File: config.mk
export PLATFORM = sky130hd
export DESIGN_NAME = guitar_effect_host_flat
export DESIGN_NICKNAME = d
export VERILOG_FILES = /design/src/rtl/guitar_effect_host_if.sv /design/src/rtl/guitar_effect_host.sv /design/src/flat_wrapper.sv
export SDC_FILE = /design/constraint.sdc
export NUM_CORES = 1
export LEC_CHECK = 0
export CORE_MARGIN = 2
export CORE_UTILIZATION = 30
export CTS_BUF_LIST = sky130_fd_sc_hd__clkbuf_4 sky130_fd_sc_hd__clkbuf_8 sky130_fd_sc_hd__clkbuf_16
export DETAILED_ROUTE_END_ITERATION = 6
export GPL_ROUTABILITY_DRIVEN = 0
export GPL_TIMING_DRIVEN = 0
export PLACE_DENSITY = 0.65
export REMOVE_ABC_BUFFERS = 1
export SYNTH_ARGS = -nofsm -noshare
export SYNTH_HDL_FRONTEND = slang
export SYNTH_SLANG_ARGS = --single-unit
File: constraint.sdc
create_clock -name clk -period 2.35 [get_ports clk]
set_clock_uncertainty 0.1 [all_clocks]
set_input_delay 0.47 -clock clk [delete_from_list [all_inputs] [get_ports clk]]
set_output_delay 0.47 -clock clk [all_outputs]
set_load 0.005 [all_outputs]
File: src/rtl/guitar_effect_host_if.sv
// Avalon-MM bus between guitar_effect_host (master) and the guitar_effect peripheral (slave).
interface guitar_effect_host_if;
  logic [4:0]  avl_address;
  logic        avl_write;
  logic        avl_read;
  logic [31:0] avl_writedata;
  logic [31:0] avl_readdata;

  modport master (output avl_address, avl_write, avl_read, avl_writedata,
                  input  avl_readdata);
  modport slave  (input  avl_address, avl_write, avl_read, avl_writedata,
                  output avl_readdata);
endinterface

File: src/rtl/guitar_effect_host.sv
// Avalon-MM master for the guitar_effect peripheral: streams samples in/out, loads the
// distortion gain/boost and checks the status word after every data transfer.
module guitar_effect_host #(
  parameter int READ_LATENCY = 2,
  parameter int POLL_DIV     = 16,
  parameter int MAX_RETRY    = 3
) (
  input  logic                 clk,
  input  logic                 reset,
  input  logic [31:0]          cfg_gain,
  input  logic [31:0]          cfg_boost,
  input  logic                 cfg_load,
  input  logic [31:0]          in_data,
  input  logic                 in_valid,
  output logic                 in_ready,
  output logic [31:0]          out_data,
  output logic                 out_valid,
  input  logic                 out_ready,
  guitar_effect_host_if.master avl,
  output logic                 err_overflow,
  output logic                 err_underflow,
  input  logic                 err_clear,
  output logic [15:0]          drop_cnt
);
  localparam logic [4:0] ADDR_GAIN   = 5'd1;
  localparam logic [4:0] ADDR_BOOST  = 5'd2;
  localparam logic [4:0] ADDR_STATUS = 5'd3;
  localparam logic [4:0] ADDR_DATA   = 5'd5;
  localparam int STAGES = READ_LATENCY + 1;
  localparam int PW     = $clog2(POLL_DIV + 1);
  localparam int RW     = $clog2(MAX_RETRY + 2);

  typedef enum logic [3:0] {
    IDLE, CFG_G, CFG_B, WR, WST, WWAIT, RD, RWAIT, RST, RSWAIT
  } state_t;

  state_t          state_q, state_d;
  logic [31:0]     in_buf, gain_q, boost_q, rdata_q, tmp_q;
  logic            in_full, cfg_pend;
  logic [PW-1:0]   poll_q;
  logic [RW-1:0]   retry_q;
  logic [STAGES:1] vld_pipe;

  logic            st_rdy, retry_ok;
  logic            wr_d, rd_d;
  logic [4:0]      addr_d;
  logic [31:0]     wdata_d;
  logic            in_free, drop, retry_inc, tmp_ld, out_ld, under;

  // vld_pipe[READ_LATENCY] marks the readdata cycle; one stage later the captured word is usable.
  assign st_rdy   = vld_pipe[STAGES];
  assign retry_ok = retry_q < RW'(MAX_RETRY);
  assign in_ready = ~in_full;

  always_ff @(posedge clk) begin
    if (reset) state_q <= IDLE;
    else       state_q <= state_d;
  end

  always_comb begin
    state_d = state_q;
    case (state_q)
      IDLE: begin
        if (cfg_pend)                       state_d = CFG_G;
        else if (in_full)                   state_d = WR;
        else if (!out_valid && poll_q == '0) state_d = RD;
      end
      CFG_G:  state_d = CFG_B;
      CFG_B:  state_d = IDLE;
      WR:     state_d = WST;
      WST:    state_d = WWAIT;
      WWAIT:  if (st_rdy) state_d = (rdata_q[4] && retry_ok) ? WR : IDLE;
      RD:     state_d = RWAIT;
      RWAIT:  if (st_rdy) state_d = RST;
      RST:    state_d = RSWAIT;
      RSWAIT: if (st_rdy) state_d = IDLE;
      default: state_d = IDLE;
    endcase
  end

  // Bus strobes are decoded from the next state so the registered avl_* line up with the state.
  always_comb begin
    wr_d      = 1'b0;
    rd_d      = 1'b0;
    addr_d    = '0;
    wdata_d   = '0;
    in_free   = 1'b0;
    drop      = 1'b0;
    retry_inc = 1'b0;
    tmp_ld    = 1'b0;
    out_ld    = 1'b0;
    under     = 1'b0;
    case (state_d)
      CFG_G: begin wr_d = 1'b1; addr_d = ADDR_GAIN;   wdata_d = gain_q;  end
      CFG_B: begin wr_d = 1'b1; addr_d = ADDR_BOOST;  wdata_d = boost_q; end
      WR:    begin wr_d = 1'b1; addr_d = ADDR_DATA;   wdata_d = in_buf;  end
      WST:   begin rd_d = 1'b1; addr_d = ADDR_STATUS; end
      RD:    begin rd_d = 1'b1; addr_d = ADDR_DATA;   end
      RST:   begin rd_d = 1'b1; addr_d = ADDR_STATUS; end
      default: ;
    endcase
    if (st_rdy) begin
      case (state_q)
        WWAIT: begin
          if (!rdata_q[4])   in_free = 1'b1;
          else if (retry_ok) retry_inc = 1'b1;
          else begin
            in_free = 1'b1;
            drop    = 1'b1;
          end
        end
        RWAIT:  tmp_ld = 1'b1;
        RSWAIT: begin
          if (!rdata_q[3]) out_ld = 1'b1;
          else             under  = 1'b1;
        end
        default: ;
      endcase
    end
  end

  always_ff @(posedge clk) begin
    if (reset) begin
      avl.avl_write     <= 1'b0;
      avl.avl_read      <= 1'b0;
      avl.avl_address   <= '0;
      avl.avl_writedata <= '0;
      vld_pipe          <= '0;
      rdata_q           <= '0;
      tmp_q             <= '0;
      in_buf            <= '0;
      in_full           <= 1'b0;
      gain_q            <= '0;
      boost_q           <= '0;
      cfg_pend          <= 1'b0;
      poll_q            <= PW'(POLL_DIV);
      retry_q           <= '0;
      out_data          <= '0;
      out_valid         <= 1'b0;
      err_overflow      <= 1'b0;
      err_underflow     <= 1'b0;
      drop_cnt          <= '0;
    end else begin
      avl.avl_write     <= wr_d;
      avl.avl_read      <= rd_d;
      avl.avl_address   <= addr_d;
      avl.avl_writedata <= wdata_d;
      vld_pipe          <= {vld_pipe[STAGES-1:1], avl.avl_read};
      if (vld_pipe[READ_LATENCY]) rdata_q <= avl.avl_readdata;
      if (tmp_ld) tmp_q <= rdata_q;

      // A late cfg_load only re-arms: write data was already registered at issue.
      if (cfg_load) begin
        gain_q   <= cfg_gain;
        boost_q  <= cfg_boost;
        cfg_pend <= 1'b1;
      end else if (state_d == CFG_G) begin
        cfg_pend <= 1'b0;
      end

      if (state_d == RD)     poll_q <= PW'(POLL_DIV);
      else if (poll_q != '0) poll_q <= poll_q - 1'b1;

      if (in_free) in_full <= 1'b0;
      if (in_valid && in_ready) begin
        in_buf  <= in_data;
        in_full <= 1'b1;
      end

      if (in_free)        retry_q <= '0;
      else if (retry_inc) retry_q <= retry_q + 1'b1;

      if (out_ld) begin
        out_data  <= tmp_q;
        out_valid <= 1'b1;
      end else if (out_valid && out_ready) begin
        out_valid <= 1'b0;
      end

      err_overflow  <= drop  | (err_overflow  & ~err_clear);
      err_underflow <= under | (err_underflow & ~err_clear);
      if (drop && drop_cnt != 16'hFFFF) drop_cnt <= drop_cnt + 16'd1;
    end
  end
endmodule
File: src/flat_wrapper.sv
// flat-port wrapper written by rule: the top's interface ports become plain ports
module guitar_effect_host_flat 
#(
  parameter int READ_LATENCY = 2,
  parameter int POLL_DIV     = 16,
  parameter int MAX_RETRY    = 3
)
  (clk, reset, cfg_gain, cfg_boost, cfg_load, in_data, in_valid, in_ready, out_data, out_valid, out_ready, err_overflow, err_underflow, err_clear, drop_cnt, avl_avl_address, avl_avl_write, avl_avl_read, avl_avl_writedata, avl_avl_readdata);
  guitar_effect_host_if avl_i ();
  input  logic clk;
  input  logic reset;
  input  logic [31:0] cfg_gain;
  input  logic [31:0] cfg_boost;
  input  logic cfg_load;
  input  logic [31:0] in_data;
  input  logic in_valid;
  output logic in_ready;
  output logic [31:0] out_data;
  output logic out_valid;
  input  logic out_ready;
  output logic err_overflow;
  output logic err_underflow;
  input  logic err_clear;
  output logic [15:0] drop_cnt;
  output wire logic [$bits(avl_i.avl_address)-1:0] avl_avl_address;
  output wire logic [$bits(avl_i.avl_write)-1:0] avl_avl_write;
  output wire logic [$bits(avl_i.avl_read)-1:0] avl_avl_read;
  output wire logic [$bits(avl_i.avl_writedata)-1:0] avl_avl_writedata;
  input wire logic [$bits(avl_i.avl_readdata)-1:0] avl_avl_readdata;
  assign avl_avl_address = avl_i.avl_address;
  assign avl_avl_write = avl_i.avl_write;
  assign avl_avl_read = avl_i.avl_read;
  assign avl_avl_writedata = avl_i.avl_writedata;
  assign avl_i.avl_readdata = avl_avl_readdata;
  guitar_effect_host #(.READ_LATENCY(READ_LATENCY), .POLL_DIV(POLL_DIV), .MAX_RETRY(MAX_RETRY)) u_core (.clk(clk), .reset(reset), .cfg_gain(cfg_gain), .cfg_boost(cfg_boost), .cfg_load(cfg_load), .in_data(in_data), .in_valid(in_valid), .in_ready(in_ready), .out_data(out_data), .out_valid(out_valid), .out_ready(out_ready), .avl(avl_i), .err_overflow(err_overflow), .err_underflow(err_underflow), .err_clear(err_clear), .drop_cnt(drop_cnt));
endmodule
# After elaboration in Yosys (flattened, before gate mapping)

Index checks and enable logic that the tools add are counted.
W data, S select, Z words.

Add/subtract/negate cells: 3
Order comparisons: 1
Eq/ne operators: 15
Multiplexer cells: 37
Bitwise operators: 6
Reduce and logical (&&, ||, !) cells: 18

Operators by type and width:

| kind                    | count |
|---|---|
| $pmux W32 S3            | 1 |
| $pmux W4 S9             | 1 |
| $mux W1                 | 27 |
| $eq A4 B3 Y1 const B    | 6 |
| $mux W4                 | 6 |
| $add A16 B1 Y16 const B | 1 |
| $ne A16 B16 Y1 const B  | 1 |
| $eq A4 B2 Y1 const B    | 3 |
| $eq A4 B4 Y1 const B    | 3 |
| $pmux W3 S4             | 1 |
| $eq A4 B1 Y1 const B    | 2 |
| $reduce_or A2 Y1        | 4 |
| $reduce_bool A2 Y1      | 3 |
| $reduce_or A3 Y1        | 2 |
| $logic_and A1 B1 Y1     | 5 |
| $logic_not A5 Y1        | 1 |
| $reduce_bool A5 Y1      | 1 |
| $sub A5 B1 Y5 const B   | 1 |
| $logic_not A4 Y1        | 1 |
| $add A3 B1 Y3 const B   | 1 |
| $lt A3 B2 Y1 const B    | 1 |
| $and A1 B1 Y1           | 2 |
| $mux W2                 | 1 |
| $not A1 Y1              | 2 |
| other kinds (2)         | 3 |

Flip-flop bits (word level): 267
Bits of input ports: 134
Output and inout port bits: 91
Word-level logic and storage cells: 100

# Depth between registers and ports, before layout

Gate-level depths: netlist (run 1).

Word-level depth: 9
Gate-level depth with buffers: 9
Gate-level depth less buffers: 7

# Worst setup path before layout (run 1)

OpenSTA, ideal clock, no wires.

Path kind: reg-to-reg
Start: reg u_core.poll_q[0]
End: reg u_core.avl.avl_writedata[10]
Library setup time: 0.133 ns
Data arrival time: 2.098 ns
Required time: 2.117 ns
Slack: 0.019 ns
Cell stages (with the launch flop): 9
Period minus slack after synthesis: 2.331 ns
Cell sequence: dfxtp_1 inv_1 ha_1 nor4b_2 a211o_1 a31o_2 o311ai_2 clkbuf_1 a311oi_1

Longest elaborated chain between the ends: 8

Ends and longest elaborated chain:

| item                                                | RTL line                   | text |
|---|---|---|
| from (decl)                                         | guitar_effect_host.sv:40   | `logic [PW-1:0] poll_q;` |
| from (signal assigned)                              | guitar_effect_host.sv:136  | `poll_q <= PW'(POLL_DIV);` |
| from (signal assigned)                              | guitar_effect_host.sv:161  | `if (state_d == RD) poll_q <= PW'(POLL_DIV);` |
| from (signal assigned)                              | guitar_effect_host.sv:162  | `else if (poll_q != '0) poll_q <= poll_q - 1'b1;` |
| $logic_not A5 Y1 *                                  | guitar_effect_host.sv:66   | `else if (!out_valid && poll_q == '0) state_d = RD;` |
| $logic_and A1 B1 Y1 *                               | guitar_effect_host.sv:66   |  |
| $mux W4 *                                           | guitar_effect_host.sv:66   |  |
| $mux W4 *                                           | guitar_effect_host.sv:65   | `else if (in_full) state_d = WR;` |
| $mux W4 *                                           | guitar_effect_host.sv:64   | `if (cfg_pend) state_d = CFG_G;` |
| $pmux W4 S9 *                                       | guitar_effect_host.sv:62   | `case (state_q)` |
| $eq A4 B2 Y1 / $eq A4 B1 Y1 (equally long branches) | guitar_effect_host.sv:93   | `case (state_d)` |
| $pmux W32 S3 *                                      | guitar_effect_host.sv:93   |  |
| to (signal assigned)                                | guitar_effect_host.sv:147  | `avl.avl_writedata <= wdata_d;` |
| to (decl)                                           | guitar_effect_host_if.sv:9 | `modport master (output avl_address, avl_write, avl_read, avl_writedata,` |

Every way passes the cells marked *; elsewhere a longest branch is shown, timed or not.
A chain may end at the register's enable or synchronous reset.

# Worst setup path after layout (run 1)

Start: reg u_core.state_q[3]
End: reg u_core.drop_cnt[10]

Longest elaborated chain between the ends: 4

Ends and longest elaborated chain:

| item                   | RTL line                  | text |
|---|---|---|
| from (decl)            | guitar_effect_host.sv:37  | `state_t state_q, state_d;` |
| from (signal assigned) | guitar_effect_host.sv:57  | `else state_q <= state_d;` |
| $eq A4 B3 Y1           | guitar_effect_host.sv:103 | `case (state_q)` |
| $mux W1                | guitar_effect_host.sv:103 |  |
| $mux W1                | guitar_effect_host.sv:102 | `if (st_rdy) begin` |
| $logic_and A1 B1 Y1    | guitar_effect_host.sv:182 | `if (drop && drop_cnt != 16'hFFFF) drop_cnt <= drop_cnt + 16'd1;` |
| to (signal assigned)   | guitar_effect_host.sv:182 |  |
| to (decl)              | guitar_effect_host.sv:23  | `output logic [15:0] drop_cnt` |

No other way between the ends.

==> run_results.csv, run 1 <==
group,metric,value,unit
power,p_sw_frac,0.300,
detailed_routing,drc,0,
synthesis,postSynthAreaPerCell,8.73,um^2
layout,final_cell_mix,"dfxtp_1 (258), nand2_1 (236), clkdlybuf4s50_1 (220)",
layout,final_common_cell,"dfxtp_1",
synthesis,ys_seq_elements,265,
place,hpwlAfterDp,19.6,mm
floorplanning,rows,67,
power,cellLeakagePower,5.27,nW
clock_tree,hold_buffers,0,
power,pwr-share-clk,0.368,
grt,grt_max_degree,140,
power,pwr-share-seq,0.366,
detailed_routing,vias,9162,
worst_setup_path,worstReg2RegStart,"u_core.state_q[3]$_SDFF_PP0_",
sta,rsz0062_at_grt,"true",
clock_tree,cts.sinks,265,
power,ir_worst_vdd,0.000541,V
detailed_routing,postRouteAntennaNets,0,
layout,final_nets,1527,
run_status,status,"finished, final reports clean",
layout,n_fill_cell,3246,
worst_setup_path,worstPathArrival,2.71,ns
place,pre_cts_ws,-1.03,ns
synthesis,yosysWarningCount,0,
floorplanning,ios,225,
worst_setup_path,path_cells,"nand4b_1 -> or4b_4 -> a311o_2 -> or4_1 -> a21oi_1",
sta,worst_slack,0.0242,ns
synthesis,synth_edf_count,0,
layout,seq_area,5320,um^2
clock_tree,cts_buffers,30,
worst_setup_path,start_kind,"register",
detailed_routing,dr.pass1.iters,5,
power,pwr_density_cell,918,nW/um^2
place,port_buffers,222,
clock_tree,cts_tree,"done",
layout,multi_input_area,4800,um^2
layout,final_cells,1861,
floorplanning,start_util,0.305,
detailed_routing,drt-initial-drc-count,453,
floorplanning,design.die.area,35600,um^2
place,placed_cells,1771,
sta,period_needed,2.33,ns
layout,drive_gt1_frac,0.114,
synthesis,syn_inst,1172,
sta,finalMaxSlewViolations,0,
synthesis,ys_types,50,
sta,tightest_slew,1.27,ns
grt,grt_pass1_vias,8991,
sta,finalCritPeriodShare,0.990,
clock_tree,clk_latency,0.55,ns
worst_setup_path,end_kind,"register",
clock_tree,clockRootBuffer,"clkbuf_16",
layout,syn_to_final_growth,43.9,%
floorplanning,die_x,189,um
synthesis,synth_area,10200,um^2
detailed_routing,vias_per_cell,4.92,
min_path,worstHoldStart,"reset",
worst_setup_path,worstPathMaxFanout,8,
clock_tree,cts-htree-levels,1,
floorplanning,die_h,189,um
floorplanning,core,33500,um^2
job,maxCapViolCount,0,
worst_setup_path,startpoint,"u_core.state_q[3]$_SDFF_PP0_",
detailed_routing,wl_per_cell,17.3,um
sta,hold_viol,0,
power,p_comb_frac,0.265,
worst_setup_path,cp.required,2.73,ns
sta,clock.fmax,430,MHz
worst_setup_path,crit_type,"register to register",
grt,grt_overflow,0,
synthesis,yosysSeqAreaShare,0.519,
synthesis,async_flop_share,0,
min_path,worst_hold_path_type,"input port to register",
grt,grt_pass1_wl,48.7,mm
power,p_switching,4.06,mW
power,intPower,9.47,mW
sta,hold-worst-slack,0.253,ns
clock_tree,path_clk_slew,0.06,ns
worst_setup_path,slowest_delay,0.57,ns
sta,setup_violations,0,
worst_setup_path,slowest_stage,"or4b_4",
clock_tree,cts_buffer_depth,3,
grt,grtUsageTotal,0.170,
sta,slew_headroom,0.150,
grt,antenna_found_initial,3,
synthesis,synth_flop_cell,"dfxtp_1",
detailed_routing,wl,32.1,mm
[Yosys cell counts, types with 2 or more instances]
cell | instances | area [um^2]
and4_1 | 3 | 26.3
and4b_1 | 2 | 20.0
o21a_1 | 2 | 15.0
or3_1 | 7 | 43.8
xnor2_1 | 3 | 26.3
dfxtp_1 | 265 | 5310
buf_4 | 2 | 15.0
o21ai_0 | 37 | 185
nor4_1 | 2 | 12.5
o31ai_1 | 7 | 52.6
a311oi_1 | 34 | 298
nand2_1 | 236 | 886
inv_1 | 12 | 45.0
and3_1 | 4 | 25.0
buf_1 | 4 | 15.0
nand4_1 | 3 | 18.8
nand2b_1 | 3 | 18.8
nor4b_1 | 2 | 17.5
a31oi_1 | 3 | 18.8
a21oi_1 | 123 | 616
or4_1 | 8 | 60.1
nor2b_1 | 6 | 37.5
nand3_1 | 37 | 185
a21boi_0 | 32 | 240
nor3_1 | 12 | 60.1
nor2_1 | 114 | 428
nand4b_1 | 2 | 17.5
clkbuf_1 | 82 | 308
buf_2 | 4 | 20.0
ha_1 | 4 | 50.1
mux2i_1 | 98 | 981
[critical path: cells and delay by family (launching register included)]
family | cells | cell delay, ns
and+or+nand+nor | 3 | 1.19
DFF | 1 | 0.35
AOI/OAI and AO/OA | 2 | 0.61
[stage by stage]
stage	cell area (um^2)	util	power, mW	TNS (ns)
3_5_place_dp	13100	0.390	7.84	-35.18
6_report	14700	0.439	13.5	0
4_1_cts	14500	0.431	13.3	0
5_1_grt	14700	0.439	14.1	-0.0606
3_3_place_gp	12700	0.378	7.39	-1424.97
2_1_floorplan	9880	-	6.19	-64.48
[power by group through the flow]
| stage | combinational (mW) | sequential [mW] | clock [mW] |
|---|---|---|---|
| floorplan | 1.21 | 4.98 | 0 |
| global placement | 2.38 | 5.01 | 0 |
| detailed placement | 2.82 | 5.01 | 0 |
| CTS | 3.21 | 4.94 | 5.13 |
| global route | 3.82 | 4.98 | 5.29 |
| finish | 3.59 | 4.95 | 4.98 |
[repair_timing]
action,in CTS,in global routing
hold endpoints to repair,0,0
pin swaps,8,11
setup buffers,19,9
endpoints found under the setup margin,88,75
gates resized for setup,29,26
gates cloned,1,5
[routing by layer]
metal  up-vias  wire length (um)  global-route usage
li1       4478                 -                   -
met3        55              2680              0.0512
met1      4332             13800               0.208
met4         0               756              0.0475
met2       297             14900               0.290
met5         -                 0                   0
[worst paths after layout]
path | to | depth (start not counted) | slack, ns
worst min register to register | u_core.vld_pipe[2]$_SDFF_PP0_ | 1 | 0.33
worst min-delay path | u_core.drop_cnt[11]$_SDFFE_PP0P_ | 2 | 0.25
worst max-delay path | u_core.drop_cnt[10]$_SDFFE_PP0P_ | 5 | 0.02
worst max register to register | u_core.drop_cnt[10]$_SDFFE_PP0P_ | 5 | 0.02
[state kept, by name, summed over array words and instances (netlist names), 3 cells and up]
name and count:
u_core.tmp_q 32, u_core.retry_q 3, u_core.in_buf 32, u_core.vld_pipe 3
u_core.drop_cnt 16, u_core.out_data 32, u_core.avl.avl_writedata 32, u_core.state_q 4
u_core.poll_q 5, u_core.gain_q 32, u_core.rdata_q 32, u_core.boost_q 32
u_core.avl.avl_address 3
[kinds of logic (layout without fill, tap and decap cells)]
kind of cell,after synthesis,count (layout),synth area share
other,1,4,0.000367
adders and majority gates,4,4,0.00489
muxes,98,98,0.0959
AOI/OAI and AO/OA,250,251,0.150
buffers and inverters,104,341,0.0394
DFF,265,265,0.519
xor gates and xnor gates,3,3,0.00257
and+or+nand+nor,447,447,0.188
[area by class of cell]
| class | instances | area share |
|---|---|---|
| repair buffers | 275 | 0.198 |
| well taps | 448 | 0.0381 |
| inverters | 12 | 0.00306 |
| clock buffers | 41 | 0.0587 |
| diodes | 2 | 0.000340 |
| multi-input cells | 805 | 0.326 |
| flip-flops and latches | 265 | 0.362 |
| clock inverters | 13 | 0.0138 |
Power figures use the tool's default switching activity.
==> inputs of run 2 (changes only) <==
SETUP_SLACK_MARGIN = 0.5   (was default)
SKIP_LAST_GASP = 1   (was default)
==> run 2 against run 1 <==
Combinational power is 23% higher. Clock power hardly changed. Core utilization is 1.6 points higher. Die area stayed put. Design area is 3.7% higher. Maximum frequency is 0.45% lower. Power is 6.0% higher. Non-clock buffer count is 41 higher. Routed wire length is 3.7% higher. Sequential share of layout area is 1.0 points lower. Count of clock-buffer cells in the layout stayed put. First-iteration DRC count is 0.22% lower.
==> run_results.csv, run 2 (synthesis gave the netlist of run 1 again) <==
group,metric,value,unit
layout,finalInstanceArea,15300,um^2
detailed_routing,vias_per_cell,4.93,
floorplanning,die_x,189,um
min_path,worstHoldStart,"reset",
run_status,status,"finished, final reports clean",
worst_setup_path,end_kind,"register",
grt,grt_pass1_vias,9350,
clock_tree,cts-htree-levels,1,
min_path,min_path_cells,2,
place,hpwlAfterDp,19.6,mm
sta,period_needed,2.34,ns
grt,grtUsageMet1,0.223,
worst_setup_path,worstReg2RegStart,"u_core.state_q[3]$_SDFF_PP0_",
sta,clock.fmax,428,MHz
grt,top_usage_layer,"met2",
power,ir_worst_vdd,0.000536,V
detailed_routing,vias,9367,
grt,grt_pass1_wl,51.4,mm
min_path,hold-path-endpoint,"u_core.drop_cnt[13]$_SDFFE_PP0P_",
sta,finalCritPeriodShare,0.994,
layout,syn_to_final_growth,49.2,%
clock_tree,cts_buffer_depth,3,
sta,setup_violations,0,
sta,setup-tns-final,0,ns
clock_tree,clockRootBuffer,"clkbuf_16",
layout,final_common_cell,"dfxtp_1",
place,port_buffers,222,
worst_setup_path,start_kind,"register",
power,cellLeakagePower,5.99,nW
worst_setup_path,startpoint,"u_core.state_q[3]$_SDFF_PP0_",
min_path,worst_hold_path_type,"input port to register",
power,pwr_density_cell,939,nW/um^2
detailed_routing,dr.pass1.iters,5,
clock_tree,hold_buffers,0,
job,maxCapViolCount,0,
floorplanning,design.die.area,35600,um^2
floorplanning,rows,67,
sta,tightest_slew,0.714,ns
sta,slew_headroom,0.522,
place,placed_area,13100,um^2
floorplanning,core,33500,um^2
floorplanning,die_h,189,um
layout,final_cell_mix,"dfxtp_1 (241), nand2_1 (234), clkdlybuf4s50_1 (131)",
detailed_routing,drc,0,
worst_setup_path,worstPathArrival,2.72,ns
grt,antenna_found_initial,2,
grt,grt_max_degree,140,
sta,hold_viol,0,
clock_tree,cts_tree,"done",
layout,n_fill_cell,3225,
detailed_routing,wl_per_cell,17.5,um
worst_setup_path,worstPathMaxFanout,6,
worst_setup_path,crit_type,"register to register",
grt,grt_overflow,0,
worst_setup_path,regToRegEndpoint,"u_core.drop_cnt[14]$_SDFFE_PP0P_",
layout,final_nets,1568,
detailed_routing,postRouteAntennaNets,0,
grt,use_met2,0.309,
grt,grtUsageTotal,0.182,
layout,drive_gt1_frac,0.164,
worst_setup_path,rrSetupSlack,0.01,ns
floorplanning,ios,225,
clock_tree,cts.sinks,265,
detailed_routing,drt-initial-drc-count,452,
floorplanning,start_util,0.305,
clock_tree,cts_buffers,30,
clock_tree,clk_latency,0.55,ns
detailed_routing,wl,33.3,mm
clock_tree,path_clk_slew,0.06,ns
sta,finalMaxSlewViolations,0,
grt,grt_use_met3,0.0495,
sta,rsz0062_at_grt,"true",
worst_setup_path,cp.required,2.73,ns
worst_setup_path,rr_worst_depth,6,
run 2: worst max-delay path by stage:
stage,to,slack (ns),depth (start not counted)
detailed placement,u_core.avl.avl_writedata[4]$_SDFF_PP0_,-1.03,10
CTS,u_core.avl.avl_writedata[26]$_SDFF_PP0_,0.07,9
global placement,u_core.avl.avl_writedata[4]$_SDFF_PP0_,-7.22,4
finish,u_core.drop_cnt[14]$_SDFFE_PP0P_,0.01,6
global route,u_core.drop_cnt[14]$_SDFFE_PP0P_,-0.04,6
floorplan,u_core.avl.avl_writedata[0]$_SDFF_PP0_,-1.50,4
run 2: final cells by class:
class / count / area (um^2) / area share
clock buffer: 41 / 865 / 0.0566
multi-input combinational: 805 / 4920 / 0.322
sequential: 265 / 5360 / 0.351
antenna: 1 / 2.50 / 0.000164
tap: 448 / 561 / 0.0367
inverter: 12 / 48.8 / 0.00320
clock inverter: 13 / 204 / 0.0134
timing repair buffer: 316 / 3300 / 0.216
run 2: what timing repair did:
action | in CTS | in global routing
setup buffers | 50 | 16
setup endpoints to repair | 215 | 89
pin swaps | 35 | 10
cloned | 9 | 0
resized for setup | 189 | 27
hold endpoints to repair | 0 | 0
run 2: routing by layer:
metal / wire (um) / vias up / share of wire
met5: 0 / - / 0
met4: 996 / 0 / 0.030
met3: 2660 / 66 / 0.080
met2: 15500 / 329 / 0.46
met1: 14200 / 4403 / 0.43
li1: - / 4569 / -
run 2: power by group:
group / internal (mW) / leakage, nW / switching (mW)
sequential: 4.76 / 2.17 / 0.192
clock: 3.11 / 0.534 / 1.87
combinational: 2.16 / 3.28 / 2.24
run 2: critical path: stages, from the launching register on:
cell,delay (ns)
dfxtp_4,0.36
nand4b_1,0.21
or4b_4,0.55
a311o_2,0.43
buf_4,0.16
or3_1,0.29
a21oi_1,0.15
run 2: stage by stage:
step                      std cells  hold slack (ns)  power [mW]   util  setup slack, ns
after floorplan                1081            0.314        6.19      -            -1.50
after global placement         1751            0.324        7.39  0.378            -7.22
after detailed placement       1771            0.328        7.84  0.390            -1.03
after CTS                      1884            0.243        14.3  0.448           0.0740
after global routing           1900            0.294        14.9  0.455          -0.0387
final                          1901            0.261        14.3  0.455           0.0136
==> inputs of run 3 (changes only) <==
CTS_CLUSTER_SIZE = 40   (was default)
==> results of run 3 <==
No change in the layout: final DEF, timing and power equal those of run 2.
